**config.mk**
```make
export PLATFORM = sky130hd
export DESIGN_NAME = scsa_window_gen
export DESIGN_NICKNAME = d
export VERILOG_FILES = /design/src/rtl/scsa_window_gen.sv
export SDC_FILE = /design/constraint.sdc
export NUM_CORES = 1
export LEC_CHECK = 0
export BUFFER_PORTS_ARGS = -buffer_cell sky130_fd_sc_hd__buf_2
export CORE_AREA = 2 2 89 91
export DETAILED_ROUTE_END_ITERATION = 12
export DIE_AREA = 0 0 91 93
export GPL_TIMING_DRIVEN = 0
export MAX_ROUTING_LAYER = met4
export PLACE_DENSITY_LB_ADDON = 0.12
export SYNTH_ARGS = -nofsm -noshare
export SYNTH_HDL_FRONTEND = slang
export SYNTH_SLANG_ARGS = --single-unit
```
**constraint.sdc**
```tcl
create_clock -name clk -period 2.7 [get_ports clk]
set_clock_uncertainty 0.05 [all_clocks]
set_input_delay 0.27 -clock clk [delete_from_list [all_inputs] [get_ports clk]]
set_output_delay 0.27 -clock clk [all_outputs]
set_load 0.005 [all_outputs]
```
**src/rtl/scsa_window_gen.sv**
```systemverilog
// Speculative window stage of the carry-select adder: per-4-bit-window sums for
// carry-in 0 and 1 plus speculative select bits, behind a 2-stage valid/ready pipe.
// Optional build macro SCSA_ERR_DETECT_EN adds err / err_cnt misspeculation reporting.
module scsa_window_gen #(
    parameter  int WIDTH = 16,
    localparam int NWIN  = WIDTH / 4
) (
    input  logic             clk,
    input  logic             rst_n,
    input  logic             in_valid,
    output logic             in_ready,
    input  logic [WIDTH-1:0] a,
    input  logic [WIDTH-1:0] b,
    output logic             out_valid,
    input  logic             out_ready,
    output logic [WIDTH-1:0] sum0,
    output logic [WIDTH-1:0] sum1,
    output logic [NWIN-1:0]  sel,
`ifdef SCSA_ERR_DETECT_EN
    output logic             err,
    output logic [15:0]      err_cnt,
`endif
    output logic             cout
);

    logic             s1_valid;
    logic [WIDTH-1:0] s1_a;
    logic [WIDTH-1:0] s1_b;
    logic             s1_adv;
    logic             s2_adv;

    logic [WIDTH-1:0] sum0_d;
    logic [WIDTH-1:0] sum1_d;
    logic [NWIN-1:0]  carry0;
    logic [NWIN-1:0]  sel_d;
    logic [4:0]       win0;
    logic [4:0]       win1;

    // Stages advance when their contents can move on (or they are empty).
    assign s2_adv   = !out_valid || out_ready;
    assign s1_adv   = !s1_valid || s2_adv;
    assign in_ready = s1_adv;

    // Each window uses only its own operand nibbles; no carry crosses a window boundary.
    always_comb begin
        // NOTE: every variable written here gets a default first so no latch is inferred.
        sum0_d = '0;
        sum1_d = '0;
        carry0 = '0;
        sel_d  = '0;
        win0   = '0;
        win1   = '0;
        for (int k = 0; k < NWIN; k++) begin
            win0 = {1'b0, s1_a[4*k +: 4]} + {1'b0, s1_b[4*k +: 4]};
            win1 = win0 + 5'd1;
            sum0_d[4*k +: 4] = win0[3:0];
            sum1_d[4*k +: 4] = win1[3:0];
            carry0[k]        = win0[4];
        end
        for (int k = 1; k < NWIN; k++) begin
            sel_d[k] = carry0[k-1];
        end
    end

`ifdef SCSA_ERR_DETECT_EN
    logic            err_d;
    logic            ripple;
    logic [NWIN-1:0] exact_cin;
    logic [4:0]      ex0;

    // Exact ripple carry into each window, to flag where speculation was wrong.
    always_comb begin
        err_d     = 1'b0;
        ripple    = 1'b0;
        exact_cin = '0;
        ex0       = '0;
        for (int k = 0; k < NWIN; k++) begin
            exact_cin[k] = ripple;
            ex0    = {1'b0, s1_a[4*k +: 4]} + {1'b0, s1_b[4*k +: 4]} + {4'b0, ripple};
            ripple = ex0[4];
        end
        for (int k = 1; k < NWIN; k++) begin
            if (sel_d[k] != exact_cin[k]) err_d = 1'b1;
        end
    end
`endif

    // NOTE: sequential state uses non-blocking assignments so every register samples pre-edge values.
    always_ff @(posedge clk or negedge rst_n) begin
        if (!rst_n) begin
            s1_valid <= 1'b0;
            s1_a     <= '0;
            s1_b     <= '0;
        end else if (s1_adv) begin
            s1_valid <= in_valid;
            if (in_valid) begin
                s1_a <= a;
                s1_b <= b;
            end
        end
    end

    always_ff @(posedge clk or negedge rst_n) begin
        if (!rst_n) begin
            out_valid <= 1'b0;
            sum0      <= '0;
            sum1      <= '0;
            sel       <= '0;
            cout      <= 1'b0;
`ifdef SCSA_ERR_DETECT_EN
            err       <= 1'b0;
`endif
        end else if (s2_adv) begin
            out_valid <= s1_valid;
            if (s1_valid) begin
                sum0 <= sum0_d;
                sum1 <= sum1_d;
                sel  <= sel_d;
                cout <= carry0[NWIN-1];
`ifdef SCSA_ERR_DETECT_EN
                err  <= err_d;
`endif
            end
        end
    end

`ifdef SCSA_ERR_DETECT_EN
    // Counts only results actually taken downstream; saturates rather than wraps.
    always_ff @(posedge clk or negedge rst_n) begin
        if (!rst_n) begin
            err_cnt <= '0;
        end else if (out_valid && out_ready && err && (err_cnt != 16'hFFFF)) begin
            err_cnt <= err_cnt + 16'd1;
        end
    end
`endif

endmodule

```
==> results_dict.tcl, run 1 <==
set metrics [dict create \
    drv_slew 0 \
    area_delta_synth_final_pct 22.3 \
    critPathLaunch "s1_a[0]" \
    cts_buffer_depth 2 \
    hp-start "in_valid" \
    critPathMaxFanout 3 \
    rr_endpoint "sum1[3]" \
    hp-class "in -> reg" \
    hold_violations 0 \
    ys_seq_area_share_pct 53.9 \
    cts_resized 0 \
    cts.sinks 70 \
    vias 2009 \
    io_pins 75 \
    cts_tree "yes" \
    antenna_found_initial 0 \
    numCtsBuffers 9 \
    crit_buf_inv 0 \
    clockRootBuffer "clkbuf_8" \
    fillers 728 \
    final_common_cell "buf_2" \
    grt_pass1_wl_um 10500 \
    r2r_slack_ns 0.70 \
    mostFrequentLayoutCells "buf_2 (74), dfrtp_1 (70), mux2_2 (52)" \
    slew_headroom_pct 65.7 \
    whs_endpoint "s1_valid" \
    critPathRequiredTime_ns 2.87 \
    placed_cells 406 \
    grt_max_degree 38 \
    grt_usage_pct 16.8 \
    end_kind "flip-flop" \
    diodes 0 \
    yosysUniqueCellTypes 20 \
    cts-htree-levels 3 \
    cp-start-kind "flip-flop" \
    gp_congestion 0.672 \
    crit_type "reg -> reg" \
    syn-num-nets 290 \
    worstHoldPathCells 2 \
    dieArea_um2 8460 \
    r2r_start "s1_a[0]" \
    cpMaxStageDelayCell "fa_1" \
    stdcell_count 423 \
    leakagePower_uw 0.00193 \
    drtPass1Iterations 4 \
    insertion_delay_ns 0.34 \
    core_area_um2 7530 \
    avgSynthCellArea_um2 14.1 \
    viasPerCell 4.75 \
    port_buffers 73 \
    p_per_area_nw_per_um2 907 \
    ant_nets 0 \
    cp.arrival_ns 2.18 \
    initial_core_util_pct 43.2 \
    critPathMaxStageDelay_ns 0.42 \
    syn_area_um2 3250 \
    drv_cap 0 \
    nets 376 \
    crit_chain "ha_1, fa_1, xor2_2, nand3_1, xor3_1, mux2_2" \
    post-route-drc-count 0 \
    grt_pass1_vias 2101 \
    crit_family "adder cells" \
    worst_pin_slew_ns 0.515 \
    final_layout_size_suffix_gt1_share_pct 48.3 \
    hpwl_um 4550 \
    core.rowCount 32 \
    setup_violations 0 \
    fmax_mhz 499 \
    cts_hold_buffers 1 \
    rsz0062_at_grt "false" \
    fp.dieH_um 93 \
    fin_tns_setup_ns 0 \
    utilization_pct 52.8 \
    synth_cells 230 \
    reg2reg_depth 6 \
    gr-total-overflow 0 \
    max-vdd-ir-drop_uv 409 \
    drt_iter0_markers 57 \
    fin_crit_ns 2.00 \
    wl_um 6180 \
    ys_ff_latch 70 \
    cts_setup_buffers 0 \
    finalCritPeriodShare_pct 74.2 \
    cts.clk_slew.worst_paths_ns 0.07 \
    status "complete, no violations" \
    dieWidth_um 91 \
    yosysWarnings 0 \
    wl_per_cell_um 14.6 \
]
-- cell usage after synthesis, drive strengths merged --
master | number | share of area [%]
a21o | 8 | 2.0
a21oi | 8 | 1.2
buf | 6 | 1.2
clkbuf | 3 | 0.35
conb | 1 | 0.12
dfrtp | 70 | 54
fa | 4 | 2.5
ha | 20 | 7.7
mux2 | 52 | 18
nand2 | 18 | 2.1
nand2b | 3 | 0.58
nand3 | 4 | 0.62
nand3b | 1 | 0.23
o21ai | 16 | 2.5
xnor2 | 4 | 1.1
xor2 | 8 | 3.1
xor3 | 4 | 2.9
-- flip-flops by register name, summed over array words and instances, names as in the netlist --
name	count
s1_b	16
s1_valid	1
sum1	16
sum0	16
s1_a	16
sel	3
out_valid	1
cout	1
-- logic make-up (layout without fill, tap and decap cells) --
kind of cell / after synthesis / in the layout / share of synthesized area (%)
buffers and inverters: 9 / 100 / 1.58
DFF: 70 / 70 / 53.9
xor gates and xnor gates: 16 / 16 / 7.08
muxes: 52 / 52 / 18.0
AOI/OAI and AO/OA: 32 / 32 / 5.69
and+or+nand+nor: 26 / 26 / 3.50
adders and majority gates: 24 / 24 / 10.2
other: 1 / 1 / 0.115
-- metal layers --
metal	share of wire, %	track usage, %	vias up
met4	2.1	8.33	0
li1	-	-	973
met2	47	25.5	46
met1	47	22.0	979
met3	4.3	3.14	11
met5	0	-	-
-- per-stage QoR --
step,setup slack (ns),total power (uW),cell area (um2),hold WS (ns)
2_1_floorplan,0.826,2320,3250,-0.0756
3_5_place_dp,0.705,2800,3770,0.201
3_3_place_gp,0.702,2770,3740,0.408
6_report,0.696,3610,3980,0.0931
5_1_grt,0.548,3890,3980,0.0976
4_1_cts,0.681,3670,3980,0.0753
-- worst max-delay path by stage --
stage | endpoint | slack [ns] | depth (start not counted)
floorplan | sum1[11] | 0.83 | 6
global placement | sum1[15] | 0.70 | 6
detailed placement | sum1[3] | 0.70 | 6
CTS | sum1[15] | 0.68 | 6
global route | sum1[3] | 0.55 | 6
finish | sum1[3] | 0.70 | 6
-- report_power, final --
group | internal, uW | switching (uW) | leakage [uW]
combinational | 695 | 523 | 0.000999
clock | 473 | 378 | 0.000106
sequential | 1360 | 175 | 0.000826
-- cell type report --
cell class              count  area (um2)  share of cell area, %
clock inverters             4        45.0                   1.13
repair buffers             75         398                   10.0
plain buffers               9        51.3                   1.29
multi-input cells         151        1450                   36.4
well taps                 102         128                   3.21
flip-flops and latches     70        1750                   44.0
clock buffers              12         155                   3.90
No activity file was read; power rests on OpenSTA's default activity.
==> inputs of run 2 (changes only) <==
- ABC_AREA: default -> 1
- CORE_AREA: 2 2 89 91 -> 2 2 91 93
- DIE_AREA: 0 0 91 93 -> 0 0 93 95
- clock period: 2.7 -> 1.8 ns (I/O delays scaled with it)
==> run 2 against run 1 <==
The run now ends with negative setup slack left. Total power increased by 71%. Global-route usage increased by 2.3 points. Largest cell class unchanged. Register-to-register slack worse by 0.70 ns. Design area up 11%. Critical path depth grew 1. Largest power group unchanged. Via count up 28%. Non-clock buffer count up 16. Sequential share of layout area shrank 4.5 points. Clock-buffer cell count decreased by 1. Sequential power increased by 55%. Combinational power grew 79%.
==> results_dict.tcl, run 2 <==
set metrics [dict create \
    end_kind "flip-flop" \
    cts_buffer_depth 2 \
    worst_pin_slew_ns 0.888 \
    violations "negative setup slack" \
    ys_async_sr_fraction_pct 100 \
    diodes 0 \
    cp.arrival_ns 2.00 \
    yosysWarnings 0 \
    antenna_found_initial 0 \
    r2r_slack_ns -0.002 \
    grt_pass1_wl_um 12400 \
    fp.dieH_um 95 \
    grt_max_degree 71 \
    fin_area_um2 4430 \
    setup_violations 1 \
    drt_iter0_markers 115 \
    wl_um 7670 \
    synthFlopType "dfrtp_1" \
    grt_usage_pct 19.2 \
    insertion_delay_ns 0.35 \
    numCtsBuffers 9 \
    ys_seq_area_share_pct 50.5 \
    synth-edff-count 0 \
    final_common_cell "nand2_1" \
    clockRootBuffer "clkbuf_8" \
    placed_cells 504 \
    cts_tree "yes" \
    slew_headroom_pct 40.8 \
    rsz0062_at_grt "true" \
    core.rowCount 33 \
    synth_top_area_share_pct 50.5 \
    vias 2570 \
    fin_crit_ns 1.80 \
    nets 486 \
    synth_area_leaders "dfrtp_1 (51%), mux2_4 (13%), nand2_1 (11%), ha_1 (7.2%), nand3_1 (3.0%)" \
    io_pins 75 \
    hold_violations 0 \
    ant_nets 0 \
    yosysUniqueCellTypes 24 \
    p_per_area_nw_per_um2 1390 \
    gp_congestion 0.766 \
    crit_type "reg -> reg" \
    fin_ws_ns -0.00181 \
    drv_slew 0 \
    cp-start-kind "flip-flop" \
    synthTopCellsByCount "nand2_1 (100), dfrtp_1 (70), mux2_4 (29)" \
    avgSynthCellArea_um2 10.6 \
    post-route-drc-count 0 \
    hp-class "in -> reg" \
    dieArea_um2 8840 \
    status "complete, but fails checks" \
    synth_cells 326 \
    max-vdd-ir-drop_uv 478 \
    wl_per_cell_um 14.3 \
    viasPerCell 4.79 \
    grt_pass1_vias 2529 \
    placed_area_um2 3970 \
    syn-num-nets 386 \
    core_area_um2 7930 \
    power.total_uw 6150 \
    hpwl_um 5130 \
    yosysMostFrequentCell "nand2_1" \
    cts.clk_slew.worst_paths_ns 0.08 \
    syn_area_um2 3470 \
    fmax_mhz 555 \
    gr-total-overflow 0 \
    port_buffers 73 \
    drtPass1Iterations 4 \
    dieWidth_um 93 \
    critPathMaxFanout 3 \
    ys_ff_latch 70 \
    leakagePower_uw 0.00232 \
    yosys.area.top_type "dfrtp_1" \
    fillers 746 \
    cts.sinks 70 \
    drv_cap 0 \
    initial_core_util_pct 43.7 \
    cts-htree-levels 3 \
    finalCritPeriodShare_pct 100 \
    area_delta_synth_final_pct 27.9 \
    stdcell_count 536 \
    final_layout_size_suffix_gt1_share_pct 35.7 \
    critPathRequiredTime_ns 1.99 \
    mostFrequentLayoutCells "nand2_1 (96), buf_2 (74), dfrtp_1 (70)" \
]
## run 2: changes by cell type after synthesis, moves of 4 or more
cell,change
inv_1,+14
o21ai_1,+4
xor3_1,-4
a21o_2,-4
mux2_2,-49
o21ai_0,-6
a21o_1,-4
nor2_1,+18
nand2_1,+82
xor2_2,-4
nand3_1,+17
mux2_4,+29
## run 2: power breakdown
group	switching [uW]	total [uW]	internal, uW	leakage, uW
registers	322	2390	2070	0.000832
logic	1090	2180	1090	0.00137
clock network	619	1580	962	0.000120
## run 2: layer usage
layer  wire (um)  global-route usage, %
met1        3520                   24.6
met2        3760                   30.7
met3         266                   3.19
met4         121                   7.35
met5           0                      -
## run 2: metrics by stage
step | utilization, % | setup TNS [ns] | worst slack, ns | hold WS, ns
global route | 55.9 | -0.162 | -0.0969 | 0.00190
global placement | 50.0 | 0 | 0.0275 | 0.361
CTS | 54.6 | 0 | 0.0151 | 0.000130
floorplan | - | 0 | 0.148 | -0.166
detailed placement | 50.0 | -0.0427 | -0.0294 | 0.317
finish | 55.9 | -0.00181 | -0.00181 | 0.0109
## run 2: timing repair
| item | 4_1_cts | 5_1_grt |
|---|---|---|
| setup endpoints to repair | 4 | 8 |
| cloned | 0 | 0 |
| hold buffers | 10 | 1 |
| buffers inserted | 1 | 4 |
| resized for setup | 4 | 18 |
| endpoints found under the hold margin | 79 | 1 |
| pin swaps | 1 | 15 |
## run 2: final cells by class
| cell class | count | area [um2] | area share [%] |
|---|---|---|---|
| inverter | 15 | 56.3 | 1.27 |
| timing repair buffer | 89 | 515 | 11.6 |
| buffer | 11 | 100 | 2.26 |
| clock buffer | 11 | 141 | 3.19 |
| sequential | 70 | 1750 | 39.5 |
| tap | 105 | 131 | 2.96 |
| multi-input combinational | 230 | 1630 | 36.8 |
| clock inverter | 5 | 106 | 2.40 |
## run 2: worst paths after layout
path                            endpoint     start  depth (start not counted)
max in group asynchronous       sum0[13]     rst_n                          2
worst min register to register  sum1[15]  sum1[15]                          2
worst max-delay path            sum1[15]  s1_a[12]                          7
min in group asynchronous        s1_a[1]     rst_n                          2
worst max register to register  sum1[15]  s1_a[12]                          7
worst min-delay path             s1_b[3]      b[3]                          2
## run 2: logic make-up (layout without fill, tap and decap cells)
| logic type | count (synthesis) | in the layout | share of synthesized area [%] |
|---|---|---|---|
| buffers and inverters | 26 | 131 | 4.51 |
| flip-flops | 70 | 70 | 50.5 |
| other | 1 | 1 | 0.108 |
| AO/OA/AOI/OAI | 24 | 24 | 3.54 |
| AND/OR/NAND/NOR | 145 | 145 | 17.2 |
| adder cells (fa/ha/maj) | 24 | 24 | 9.53 |
| XOR/XNOR | 4 | 4 | 1.01 |
| multiplexers | 32 | 32 | 13.5 |
## run 2: worst max-delay path, cell delays in order, from the launching register on
cell,delay [ns]
dfrtp_1,0.42
ha_4,0.19
fa_2,0.60
nand2_1,0.07
nor2_1,0.12
nand3_1,0.11
nand3_2,0.09
nand2_1,0.05
==> inputs of run 3 (changes only) <==
- HOLD_SLACK_MARGIN: default -> 0.08
==> run 3 against run 2 <==
The flow still finishes with violations (negative setup slack). Final cell count grew 4.1%. Design area grew 5.0%. First-iteration DRC count grew 6.1%. Via count grew 3.5%. Sequential share of layout area shrank 1.9 points. Non-clock buffer count grew 22. Core utilization grew 2.8 points. Sequential cell count is the same. Wire length grew 1.4%. Clock power is essentially flat. Register-to-register slack lost 0.02 ns. Maximum frequency shrank 0.84%. Critical endpoint unchanged. Largest cell class unchanged.
==> results_dict.tcl, run 3 (synthesis gave the netlist of run 2 again) <==
set metrics [dict create \
    clkPwrFrac_pct 25.6 \
    reg2reg_depth 7 \
    wl_um 7780 \
    crit_type "reg -> reg" \
    critPathLaunch "s1_a[12]" \
    grt_usage_pct 19.5 \
    hp-start "out_ready" \
    fillers 721 \
    gp_congestion 0.766 \
    cts-htree-levels 3 \
    seq_area_um2 1750 \
    p_switching_uw 2050 \
    placed_cells 504 \
    slew_headroom_pct 40.9 \
    grt_pass1_vias 2627 \
    core_area_um2 7930 \
    insertion_delay_ns 0.35 \
    fin_ws_ns -0.0170 \
    whs_endpoint "out_valid" \
    r2r_slack_ns -0.02 \
    io_pins 75 \
    cp.arrival_ns 2.02 \
    nets 508 \
    port_buffers 73 \
    drv_cap 0 \
    p_int_uw 4150 \
    viasPerCell 4.77 \
    wl_per_cell_um 13.9 \
    post-route-drc-count 0 \
    worst_pin_slew_ns 0.887 \
    critPathMaxFanout 3 \
    final_common_cell "nand2_1" \
    grt_pass1_wl_um 12700 \
    ant_nets 0 \
    utilization_pct 58.7 \
    cts_tree "yes" \
    area_delta_synth_final_pct 34.2 \
    end_kind "flip-flop" \
    initial_core_util_pct 43.7 \
    dieArea_um2 8840 \
    antenna_found_initial 0 \
    vias 2661 \
    drtPass1Iterations 4 \
    hold_violations 0 \
    grt_max_degree 71 \
    fp.dieH_um 95 \
    p_per_area_nw_per_um2 1330 \
    setup_violations 1 \
    final_layout_size_suffix_gt1_share_pct 34.0 \
    violations "negative setup slack" \
    p_seq_share_pct 38.6 \
    max-vdd-ir-drop_uv 479 \
    fmax_mhz 550 \
    swShare_pct 33.0 \
    multi_input_area_um2 1630 \
    diodes 0 \
    r2r_start "s1_a[12]" \
    comb_power_share_pct 35.8 \
    hpwl_um 5130 \
    finalCritPeriodShare_pct 101 \
    worstHoldPathCells 4 \
    fin_crit_ns 1.82 \
    leakagePower_uw 0.00242 \
    cts.clk_slew.worst_paths_ns 0.08 \
    gr-total-overflow 0 \
    dieWidth_um 93 \
    hp-class "in -> reg" \
    drv_slew 0 \
    rsz0062_at_grt "true" \
    rr_endpoint "sum1[15]" \
    mostFrequentLayoutCells "nand2_1 (96), buf_2 (74), dfrtp_1 (70)" \
    critPathRequiredTime_ns 2.00 \
    core.rowCount 33 \
    cp-start-kind "flip-flop" \
    stdcell_count 558 \
    drt_iter0_markers 122 \
    clockRootBuffer "clkbuf_8" \
    numCtsBuffers 9 \
    status "complete, but fails checks" \
    cts_buffer_depth 2 \
    pre_cts_slack_ns -0.0294 \
    cts.sinks 70 \
]
## run 3: changes by cell type in the layout (fill, tap and decap cells not counted), sizes merged
cell / delta
dlygate4sd3: +22
## run 3: worst max-delay path by stage
stage,end,slack [ns]
finish,sum1[15],-0.02
global route,sum1[15],-0.08
CTS,sum1[11],0.02
detailed placement,sum1[11],-0.03
global placement,sum1[7],0.03
floorplan,sum1[14],0.15
## run 3: power by group through the flow
stage               Clock [uW]  Combinational [uW]  Sequential (uW)
CTS                       1610                2130             2390
finish                    1590                2220             2390
global route              1680                2530             2460
floorplan                    0                1270             2380
detailed placement           0                2030             2420
global placement             0                1980             2410
## run 3: repair_timing
item	4_1_cts	5_1_grt
setup endpoints to repair	4	8
hold buffers	33	0
pin swaps	1	15
resized for setup	4	18
hold endpoints to repair	102	0
setup buffers	1	4
## run 3: cell type report
| cell class | instances | share of cell area, % |
|---|---|---|
| multi-input combinational | 230 | 35.0 |
| timing repair buffer | 111 | 15.8 |
| tap | 105 | 2.82 |
| inverter | 15 | 1.21 |
| clock inverter | 5 | 2.29 |
| clock buffer | 11 | 3.04 |
| buffer | 11 | 2.15 |
| sequential | 70 | 37.6 |
## run 3: per-stage QoR
step | setup TNS (ns) | hold WS [ns] | cell area, um2 | power [uW]
after floorplan | 0 | -0.166 | 3470 | 3660
after global placement | 0 | 0.361 | 3960 | 4390
after detailed placement | -0.0427 | 0.317 | 3970 | 4450
after CTS | 0 | 0.0828 | 4560 | 6130
after global routing | -0.127 | 0.125 | 4650 | 6670
final | -0.0170 | 0.0907 | 4650 | 6200
## run 3: worst max-delay path: stages (launching register included)
cell	delay, ns
dfrtp_1	0.42
ha_4	0.18
fa_2	0.60
nand2_1	0.07
nor2_1	0.12
nand3_1	0.12
nand3_2	0.09
nand2_1	0.05
## run 3: layer usage
| metal | routed length [um] | vias up | track usage, % |
|---|---|---|---|
| li1 | - | 1314 | - |
| met4 | 121 | 0 | 7.35 |
| met1 | 3630 | 1284 | 24.8 |
| met3 | 284 | 12 | 3.19 |
| met2 | 3750 | 51 | 31.7 |
| met5 | 0 | - | - |
